### src/rtl/ysyx_23060332_mcseq.sv
`default_nettype none
// ============================================================================
// Module   : ysyx_23060332_mcseq
// Purpose  : Multi-cycle core sequencer. Owns the PC and the
//            fetch/execute/memory/writeback state machine. It talks to
//            instruction and data memory of arbitrary latency through
//            valid/ready handshakes. It also produces the per-instruction
//            commit pulse, the cycle/instret counters and a bus watchdog.
// Ports    : clk/rst             clock, synchronous active-low reset
//            ifu_*               fetch request/response handshake
//            inst_o/pc_o         registered instruction and PC to idu/exu
//            jump_*, is_*, halt_i, mem_*   control and operands from exu
//            lsu_*               data request/response handshake
//            mem_rdata_o         registered load data back to exu
//            reg_*_i / reg_*_o   writeback request in, regfile port out
//            commit_*            one pulse per retired instruction
//            halt_o/err_o/err_code  halt and error status
//            cycle_cnt/instret_cnt  performance counters
// Revision : 1.0 - initial release
// ============================================================================
module ysyx_23060332_mcseq #(
  parameter int unsigned     XLEN     = 64,
  parameter int unsigned     ILEN     = 32,
  parameter logic [XLEN-1:0] RESET_PC = XLEN'(64'h8000_0000),
  parameter int unsigned     TIMEOUT  = 255
) (
  input  logic              clk,
  input  logic              rst,
  output logic              ifu_req_valid,
  input  logic              ifu_req_ready,
  output logic [XLEN-1:0]   ifu_addr,
  input  logic              ifu_rsp_valid,
  output logic              ifu_rsp_ready,
  input  logic [ILEN-1:0]   ifu_rdata,
  output logic [ILEN-1:0]   inst_o,
  output logic [XLEN-1:0]   pc_o,
  input  logic              jump_en,
  input  logic [XLEN-1:0]   jump_addr,
  input  logic              is_load,
  input  logic              is_store,
  input  logic              halt_i,
  input  logic [XLEN-1:0]   mem_addr,
  input  logic [XLEN-1:0]   mem_wdata,
  input  logic [XLEN/8-1:0] mem_wmask,
  output logic              lsu_req_valid,
  input  logic              lsu_req_ready,
  output logic              lsu_req_wen,
  output logic [XLEN-1:0]   lsu_addr,
  output logic [XLEN-1:0]   lsu_wdata,
  output logic [XLEN/8-1:0] lsu_wmask,
  input  logic              lsu_rsp_valid,
  output logic              lsu_rsp_ready,
  input  logic [XLEN-1:0]   lsu_rdata,
  output logic [XLEN-1:0]   mem_rdata_o,
  input  logic              reg_wen_i,
  input  logic [4:0]        waddr_i,
  input  logic [XLEN-1:0]   wdata_i,
  output logic              reg_wen_o,
  output logic [4:0]        waddr_o,
  output logic [XLEN-1:0]   wdata_o,
  output logic              commit_valid,
  output logic [XLEN-1:0]   commit_pc,
  output logic [ILEN-1:0]   commit_inst,
  output logic              halt_o,
  output logic              err_o,
  output logic [1:0]        err_code,
  output logic [63:0]       cycle_cnt,
  output logic [63:0]       instret_cnt
);

  typedef enum logic [2:0] {
    S_IF_REQ   = 3'd0,
    S_IF_WAIT  = 3'd1,
    S_EX       = 3'd2,
    S_MEM_REQ  = 3'd3,
    S_MEM_WAIT = 3'd4,
    S_WB       = 3'd5,
    S_HALT     = 3'd6
  } state_e;

  localparam bit          WD_EN   = (TIMEOUT != 0);
  localparam logic [31:0] WD_LAST = 32'(TIMEOUT - 1);

  state_e            state_q, state_d;
  logic [XLEN-1:0]   pc_q, pc_d;
  logic [ILEN-1:0]   inst_q, inst_d;
  logic [XLEN-1:0]   pc_o_q, pc_o_d;
  logic [XLEN-1:0]   mem_rdata_q, mem_rdata_d;
  logic [XLEN-1:0]   lsu_addr_q, lsu_addr_d;
  logic [XLEN-1:0]   lsu_wdata_q, lsu_wdata_d;
  logic [XLEN/8-1:0] lsu_wmask_q, lsu_wmask_d;
  logic              lsu_wen_q, lsu_wen_d;
  logic              err_q, err_d;
  logic [1:0]        err_code_q, err_code_d;
  logic [63:0]       cycle_q, cycle_d;
  logic [63:0]       instret_q, instret_d;
  logic [31:0]       wd_q, wd_d;
  logic              wd_expired;
  logic              is_bus_state;

  assign wd_expired   = WD_EN && (wd_q == WD_LAST);
  assign is_bus_state = (state_q == S_IF_REQ) || (state_q == S_IF_WAIT) ||
                        (state_q == S_MEM_REQ) || (state_q == S_MEM_WAIT);

  assign ifu_addr    = pc_q;
  assign inst_o      = inst_q;
  assign pc_o        = pc_o_q;
  assign mem_rdata_o = mem_rdata_q;
  assign lsu_addr    = lsu_addr_q;
  assign lsu_wdata   = lsu_wdata_q;
  assign lsu_wmask   = lsu_wmask_q;
  assign lsu_req_wen = lsu_wen_q;
  assign waddr_o     = waddr_i;
  assign wdata_o     = wdata_i;
  assign commit_pc   = pc_o_q;
  assign commit_inst = inst_q;
  assign halt_o      = (state_q == S_HALT);
  assign err_o       = err_q;
  assign err_code    = err_code_q;
  assign cycle_cnt   = cycle_q;
  assign instret_cnt = instret_q;

  always_comb begin
    state_d       = state_q;
    pc_d          = pc_q;
    inst_d        = inst_q;
    pc_o_d        = pc_o_q;
    mem_rdata_d   = mem_rdata_q;
    lsu_addr_d    = lsu_addr_q;
    lsu_wdata_d   = lsu_wdata_q;
    lsu_wmask_d   = lsu_wmask_q;
    lsu_wen_d     = lsu_wen_q;
    err_d         = err_q;
    err_code_d    = err_code_q;
    ifu_req_valid = 1'b0;
    ifu_rsp_ready = 1'b0;
    lsu_req_valid = 1'b0;
    lsu_rsp_ready = 1'b0;
    reg_wen_o     = 1'b0;
    commit_valid  = 1'b0;

    // Strobes are gated while reset is held so nothing leaks out before the
    // first released cycle; registers are overwritten by reset anyway.
    if (rst) begin
      unique case (state_q)
        S_IF_REQ: begin
          ifu_req_valid = 1'b1;
          if (ifu_req_ready) begin
            state_d = S_IF_WAIT;
          end else if (wd_expired) begin
            state_d    = S_HALT;
            err_d      = 1'b1;
            err_code_d = 2'd1;
          end
        end
        S_IF_WAIT: begin
          ifu_rsp_ready = 1'b1;
          if (ifu_rsp_valid) begin
            inst_d  = ifu_rdata;
            pc_o_d  = pc_q;
            state_d = S_EX;
          end else if (wd_expired) begin
            state_d    = S_HALT;
            err_d      = 1'b1;
            err_code_d = 2'd1;
          end
        end
        S_EX: begin
          if (halt_i) begin
            // ebreak retires here, the HALT state follows
            commit_valid = 1'b1;
            state_d      = S_HALT;
          end else if (is_load || is_store) begin
            lsu_addr_d  = mem_addr;
            lsu_wdata_d = mem_wdata;
            lsu_wmask_d = mem_wmask;
            lsu_wen_d   = is_store;  // load+store together behaves as a store
            state_d     = S_MEM_REQ;
          end else begin
            state_d = S_WB;
          end
        end
        S_MEM_REQ: begin
          lsu_req_valid = 1'b1;
          if (lsu_req_ready) begin
            state_d = S_MEM_WAIT;
          end else if (wd_expired) begin
            state_d    = S_HALT;
            err_d      = 1'b1;
            err_code_d = 2'd2;
          end
        end
        S_MEM_WAIT: begin
          lsu_rsp_ready = 1'b1;
          if (lsu_rsp_valid) begin
            if (!lsu_wen_q) mem_rdata_d = lsu_rdata;
            state_d = S_WB;
          end else if (wd_expired) begin
            state_d    = S_HALT;
            err_d      = 1'b1;
            err_code_d = 2'd2;
          end
        end
        S_WB: begin
          if (jump_en && (jump_addr[1:0] != 2'b00)) begin
            // misaligned target: the instruction does not retire
            state_d    = S_HALT;
            err_d      = 1'b1;
            err_code_d = 2'd3;
          end else begin
            commit_valid = 1'b1;
            reg_wen_o    = reg_wen_i && (waddr_i != 5'd0);
            pc_d         = jump_en ? jump_addr : pc_q + XLEN'(4);
            state_d      = S_IF_REQ;
          end
        end
        default: begin
          state_d = S_HALT;
        end
      endcase
    end

    // The watchdog restarts from zero whenever a bus state is entered.
    wd_d      = (is_bus_state && (state_d == state_q)) ? wd_q + 32'd1 : 32'd0;
    cycle_d   = cycle_q + 64'd1;
    instret_d = instret_q + {63'd0, commit_valid};
  end

  always_ff @(posedge clk) begin
    if (!rst) begin
      state_q     <= S_IF_REQ;
      pc_q        <= RESET_PC;
      inst_q      <= '0;
      pc_o_q      <= '0;
      mem_rdata_q <= '0;
      lsu_addr_q  <= '0;
      lsu_wdata_q <= '0;
      lsu_wmask_q <= '0;
      lsu_wen_q   <= 1'b0;
      err_q       <= 1'b0;
      err_code_q  <= 2'd0;
      cycle_q     <= 64'd0;
      instret_q   <= 64'd0;
      wd_q        <= 32'd0;
    end else begin
      state_q     <= state_d;
      pc_q        <= pc_d;
      inst_q      <= inst_d;
      pc_o_q      <= pc_o_d;
      mem_rdata_q <= mem_rdata_d;
      lsu_addr_q  <= lsu_addr_d;
      lsu_wdata_q <= lsu_wdata_d;
      lsu_wmask_q <= lsu_wmask_d;
      lsu_wen_q   <= lsu_wen_d;
      err_q       <= err_d;
      err_code_q  <= err_code_d;
      cycle_q     <= cycle_d;
      instret_q   <= instret_d;
      wd_q        <= wd_d;
    end
  end

endmodule
`default_nettype wire

### config.mk
export PLATFORM = sky130hd
export DESIGN_NAME = ysyx_23060332_mcseq
export DESIGN_NICKNAME = d
export VERILOG_FILES = /design/src/rtl/ysyx_23060332_mcseq.sv
export SDC_FILE = /design/constraint.sdc
export NUM_CORES = 1
export LEC_CHECK = 0
export BUFFER_PORTS_ARGS = -buffer_cell sky130_fd_sc_hd__buf_2
export CORE_AREA = 2 2 404 406
export DETAILED_ROUTE_END_ITERATION = 8
export DIE_AREA = 0 0 406 408
export PLACE_DENSITY_LB_ADDON = 0.15
export SETUP_SLACK_MARGIN = 0.5
export SYNTH_ARGS = -nofsm -noshare
export SYNTH_HDL_FRONTEND = slang
export SYNTH_SLANG_ARGS = --single-unit
### constraint.sdc
create_clock -name clk -period 3.85 [get_ports clk]
set_clock_uncertainty 0.1 [all_clocks]
set_input_delay 0.1925 -clock clk [delete_from_list [all_inputs] [get_ports clk]]
set_output_delay 0.1925 -clock clk [all_outputs]
set_load 0.03 [all_outputs]
==> impl_summary.log <==
INFO  metric result_of_the_run = complete, no violations
INFO  metric finalWeightedCongestion = 0.799
INFO  metric yosysSeqAreaShare = 44.7%
INFO  metric h-tree-depth = 3
INFO  metric synth-warning-count = 0
INFO  metric required = 4.33 ns
INFO  metric finalCritPeriodShare = a little over 80%
INFO  metric antenna_violating_nets_post_route = 0
INFO  metric total_detailed_routing_wirelength = 135000 µm
INFO  metric fin_crit = ~3.1 ns
INFO  metric critical_path.top_delay_family = simple AND/OR/NAND/NOR gates
INFO  metric dr.first_iter.drc_count = 1432
INFO  metric pin_count_of_the_biggest_net_entering_global_routing = around 160
INFO  metric clock_sink_count = 527
INFO  metric design.die.area = 166000 µm²
INFO  metric postSynth.asyncResetShare = 0%
INFO  metric critPathBufInv = 2
INFO  metric ioPinCount = 1040
INFO  metric synth_seq_cells = 527
INFO  metric setup_total_negative_slack = 0 ns
INFO  metric number_of_global_route_vias_before_repair = between 20000 and 25000
INFO  metric dpl.hpwl = 102000 µm
INFO  metric rsz0062_at_grt = false
INFO  metric clock-root-buffer = sky130_fd_sc_hd__clkbuf_16
INFO  metric placed_cells_incl_taps = roughly 5800
INFO  metric largest_fanout_of_any_net_on_the_critical_path = 24
INFO  metric grt_remaining_overflow = 0
INFO  metric placement.io_buffers = 911
INFO  metric hold_path_class = input pin to register
INFO  metric antenna_found_initial = 40
INFO  metric clk_pin_slew_worst_paths = 0.06 ns
INFO  metric leakage_power_figure = 14.1 nW
INFO  metric maxSlewHeadroom = 23.0%
INFO  metric maxSlewViolCount = 0
INFO  metric crit_path_end_kind = register
INFO  metric insertion_delay = 0.69 ns
INFO  metric finalHoldViolCount = 0
INFO  metric cp_slowest_cell = sky130_fd_sc_hd__or4_1
INFO  metric drt-wirelength-per-cell = ~22 µm
INFO  metric type_of_origin_of_the_critical_path = register
INFO  metric fp-row-count = 148
INFO  metric worstSetupPathType = register to register
INFO  metric cts_buffer_depth = 3
INFO  metric post_route_cells_drive_above_1_share = between 20 and 30%
INFO  metric worstMarginPinSlew = 1.15 ns
INFO  metric fp.dieW = a little over 400 µm
INFO  metric setup_viol_count_final = 0
INFO  metric synth_cell_types = 73
INFO  metric finalNetCount = 4380
INFO  metric power_per_cell_area = slightly above 400 nW/µm²
INFO  metric synth-main-ff-cell = sky130_fd_sc_hd__dfxtp_1
INFO  metric route.detailed.drc = 0
INFO  metric die_h = between 400 and 500 µm
INFO  metric synthesis.nets = 3385
INFO  metric critical-path-max-stage-delay = 0.53 ns
INFO  metric synthesis.area = 23600 µm²
INFO  metric final-instance-count-excl-fill = 6252
INFO  metric max_cap_viol_count = 0
INFO  metric num_vias = 25400
INFO  metric wire_length_of_the_first_global_routing_pass = 190000 µm
INFO  metric initial_utilization = 14.6%
INFO  metric layout.core_utilization = 21.8%
INFO  metric commonest_cells_after_routing_fill_and_taps_aside = 909 x sky130_fd_sc_hd__buf_2, 719 x sky130_fd_sc_hd__nand2_1, 527 x sky130_fd_sc_hd__dfxtp_1, 394 x sky130_fd_sc_hd__a21oi_1, 313 x sky130_fd_sc_hd__dlygate4sd3_1
INFO  metric syn_avg_cell_area = 7.85 µm²
INFO  metric use_met2 = 24.6%
INFO  metric max_freq = 319 MHz
INFO  metric groute.layer.met3.usage = between 7 and 8%
INFO  metric tritoncts = yes
INFO  metric gr-usage-all-layers = 15.7%
INFO  metric stdcell_area = 35300 µm²
INFO  metric power.ir.vdd_worst = 0.000274 V
INFO  metric drt_first_pass_iters = 5
INFO  metric synth_enable_flop_cells = 0
INFO  metric routed_via_density = ~4.1
INFO  metric synth_cells = 3003
INFO  metric met1_usage = 18.7%
INFO  metric global_route.peak_usage_layer = met2
INFO  metric post_dp_cell_area = ~30000 µm²
INFO  metric placeableCoreArea = 162000 µm²
INFO  metric crit_path_cell_trace = nor3b_1 > buf_4 > nand2_1 > a21oi_4 > ha_1 > ha_1 > nand2_1 > nor2_1 > nand4_1 > buf_4 > or4_1 > a21oi_1
INFO  metric cts_buffers = 75
INFO  metric area_growth = 49.5%
INFO  metric crit_arrival = 3.62 ns
INFO  metric layout_commonest_cell = sky130_fd_sc_hd__buf_2
## layout make-up
class,count,area (µm²)
Inverter,27,109
Multi-Input combinational cell,2079,11000
Sequential cell,527,10600
Clock buffer,103,2130
Tap cell,2175,2720
Fill cell,18200,126000
Clock inverter,32,412
Antenna cell,21,52.6
Timing Repair Buffer,1288,8270
## Yosys cell counts, types with 9 or more instances
| cell type | instances | share of area, % |
|---|---|---|
| sky130_fd_sc_hd__nand2_1 | 720 | 11 |
| sky130_fd_sc_hd__dfxtp_1 | 527 | 45 |
| sky130_fd_sc_hd__a21oi_1 | 396 | 8.4 |
| sky130_fd_sc_hd__clkbuf_1 | 182 | 2.9 |
| sky130_fd_sc_hd__buf_4 | 165 | 5.3 |
| sky130_fd_sc_hd__nor2_1 | 125 | 2.0 |
| sky130_fd_sc_hd__nand3_1 | 112 | 2.4 |
| sky130_fd_sc_hd__nand4_1 | 70 | 1.9 |
| sky130_fd_sc_hd__nor3_1 | 70 | 1.5 |
| sky130_fd_sc_hd__o21ai_0 | 62 | 1.3 |
| sky130_fd_sc_hd__xor2_1 | 55 | 2.0 |
| sky130_fd_sc_hd__or4_1 | 51 | 1.6 |
| sky130_fd_sc_hd__and3_1 | 43 | 1.1 |
| sky130_fd_sc_hd__nor4_1 | 42 | 1.1 |
| sky130_fd_sc_hd__o31ai_1 | 40 | 1.3 |
| sky130_fd_sc_hd__xnor2_1 | 32 | 1.2 |
| sky130_fd_sc_hd__or3_1 | 29 | 0.77 |
| sky130_fd_sc_hd__and4_1 | 25 | 0.93 |
| sky130_fd_sc_hd__a31oi_1 | 24 | 0.64 |
| sky130_fd_sc_hd__inv_1 | 24 | 0.38 |
| sky130_fd_sc_hd__and2_1 | 17 | 0.45 |
| sky130_fd_sc_hd__buf_1 | 16 | 0.25 |
| sky130_fd_sc_hd__o211ai_1 | 12 | 0.38 |
| sky130_fd_sc_hd__mux2i_1 | 11 | 0.47 |
| sky130_fd_sc_hd__a22oi_1 | 9 | 0.29 |
| sky130_fd_sc_hd__o21a_1 | 9 | 0.29 |
## logic make-up (layout without fill, tap and decap cells)
logic type,Yosys count,in the layout,share of synthesized area [%]
other,0,21,0
XOR/XNOR,87,87,3.23
flip-flops,527,527,44.7
adder cells (fa/ha/maj),6,6,0.318
AND/OR/NAND/NOR,1342,1342,26.6
multiplexers,17,17,0.753
AO/OA/AOI/OAI,627,627,15.4
buffers and inverters,397,1450,9.01
## repair_timing
item	CTS	global route
setup endpoints to repair	0	10
hold endpoints to repair	301	0
hold buffers	313	0
buffers inserted	0	1
gates resized for setup	0	2
## stage by stage
step | setup slack [ns] | power [W] | hold slack [ns]
floorplan | 0.524 | 0.00660 | 0.229
global placement | 0.745 | 0.00709 | 0.285
detailed placement | 0.717 | 0.00708 | 0.285
CTS | 0.612 | 0.0149 | 0.0358
global route | 0.511 | 0.0152 | 0.0977
finish | 0.714 | 0.0145 | 0.120
## sequential cells by signal, summed over array words and instances, names as in the netlist
name and count:
lsu_wmask 8, lsu_wdata 64, commit_pc 64, lsu_addr 64
state_q 3, err_code 2, err_o 1, wd_q 32
cycle_cnt 64, lsu_req_wen 1, mem_rdata_o 64, instret_cnt 64
commit_inst 32, ifu_addr 64
## power by group
| group | switching [W] | internal [W] | leakage [nW] |
|---|---|---|---|
| clock network | 0.00304 | 0.00426 | 1.26 |
| logic | 0.00100 | 0.000576 | 8.56 |
| registers | 0.0000907 | 0.00557 | 4.25 |
| total | 0.00414 | 0.0104 | 14.1 |
## worst register-to-register path, delay by kind of cell, from the launching register on
family | cells | cell delay [ns]
DFF | 1 | 0.38
adders and majority gates | 2 | 0.48
and+or+nand+nor | 6 | 1.22
AOI/OAI and AO/OA | 2 | 0.45
buffers and inverters | 2 | 0.40
## path summary, 6_finish.rpt
path                        start              end  slack, ns  cells past startpoint
hold / removal            jump_en      ifu_addr[2]       0.12                      4
hold reg to reg   mem_rdata_o[60]  mem_rdata_o[60]       0.35                      2
setup reg to reg       state_q[1]  instret_cnt[50]       0.71                     12
setup / recovery       state_q[1]  instret_cnt[50]       0.71                     12
## layer usage
layer  share of wire, %  routed length (µm)
met1                 41               55600
met2                 45               60400
met3                 10               14200
met4                3.6                4870
met5              0.083                 112
(Power assumes the default switching activity.)
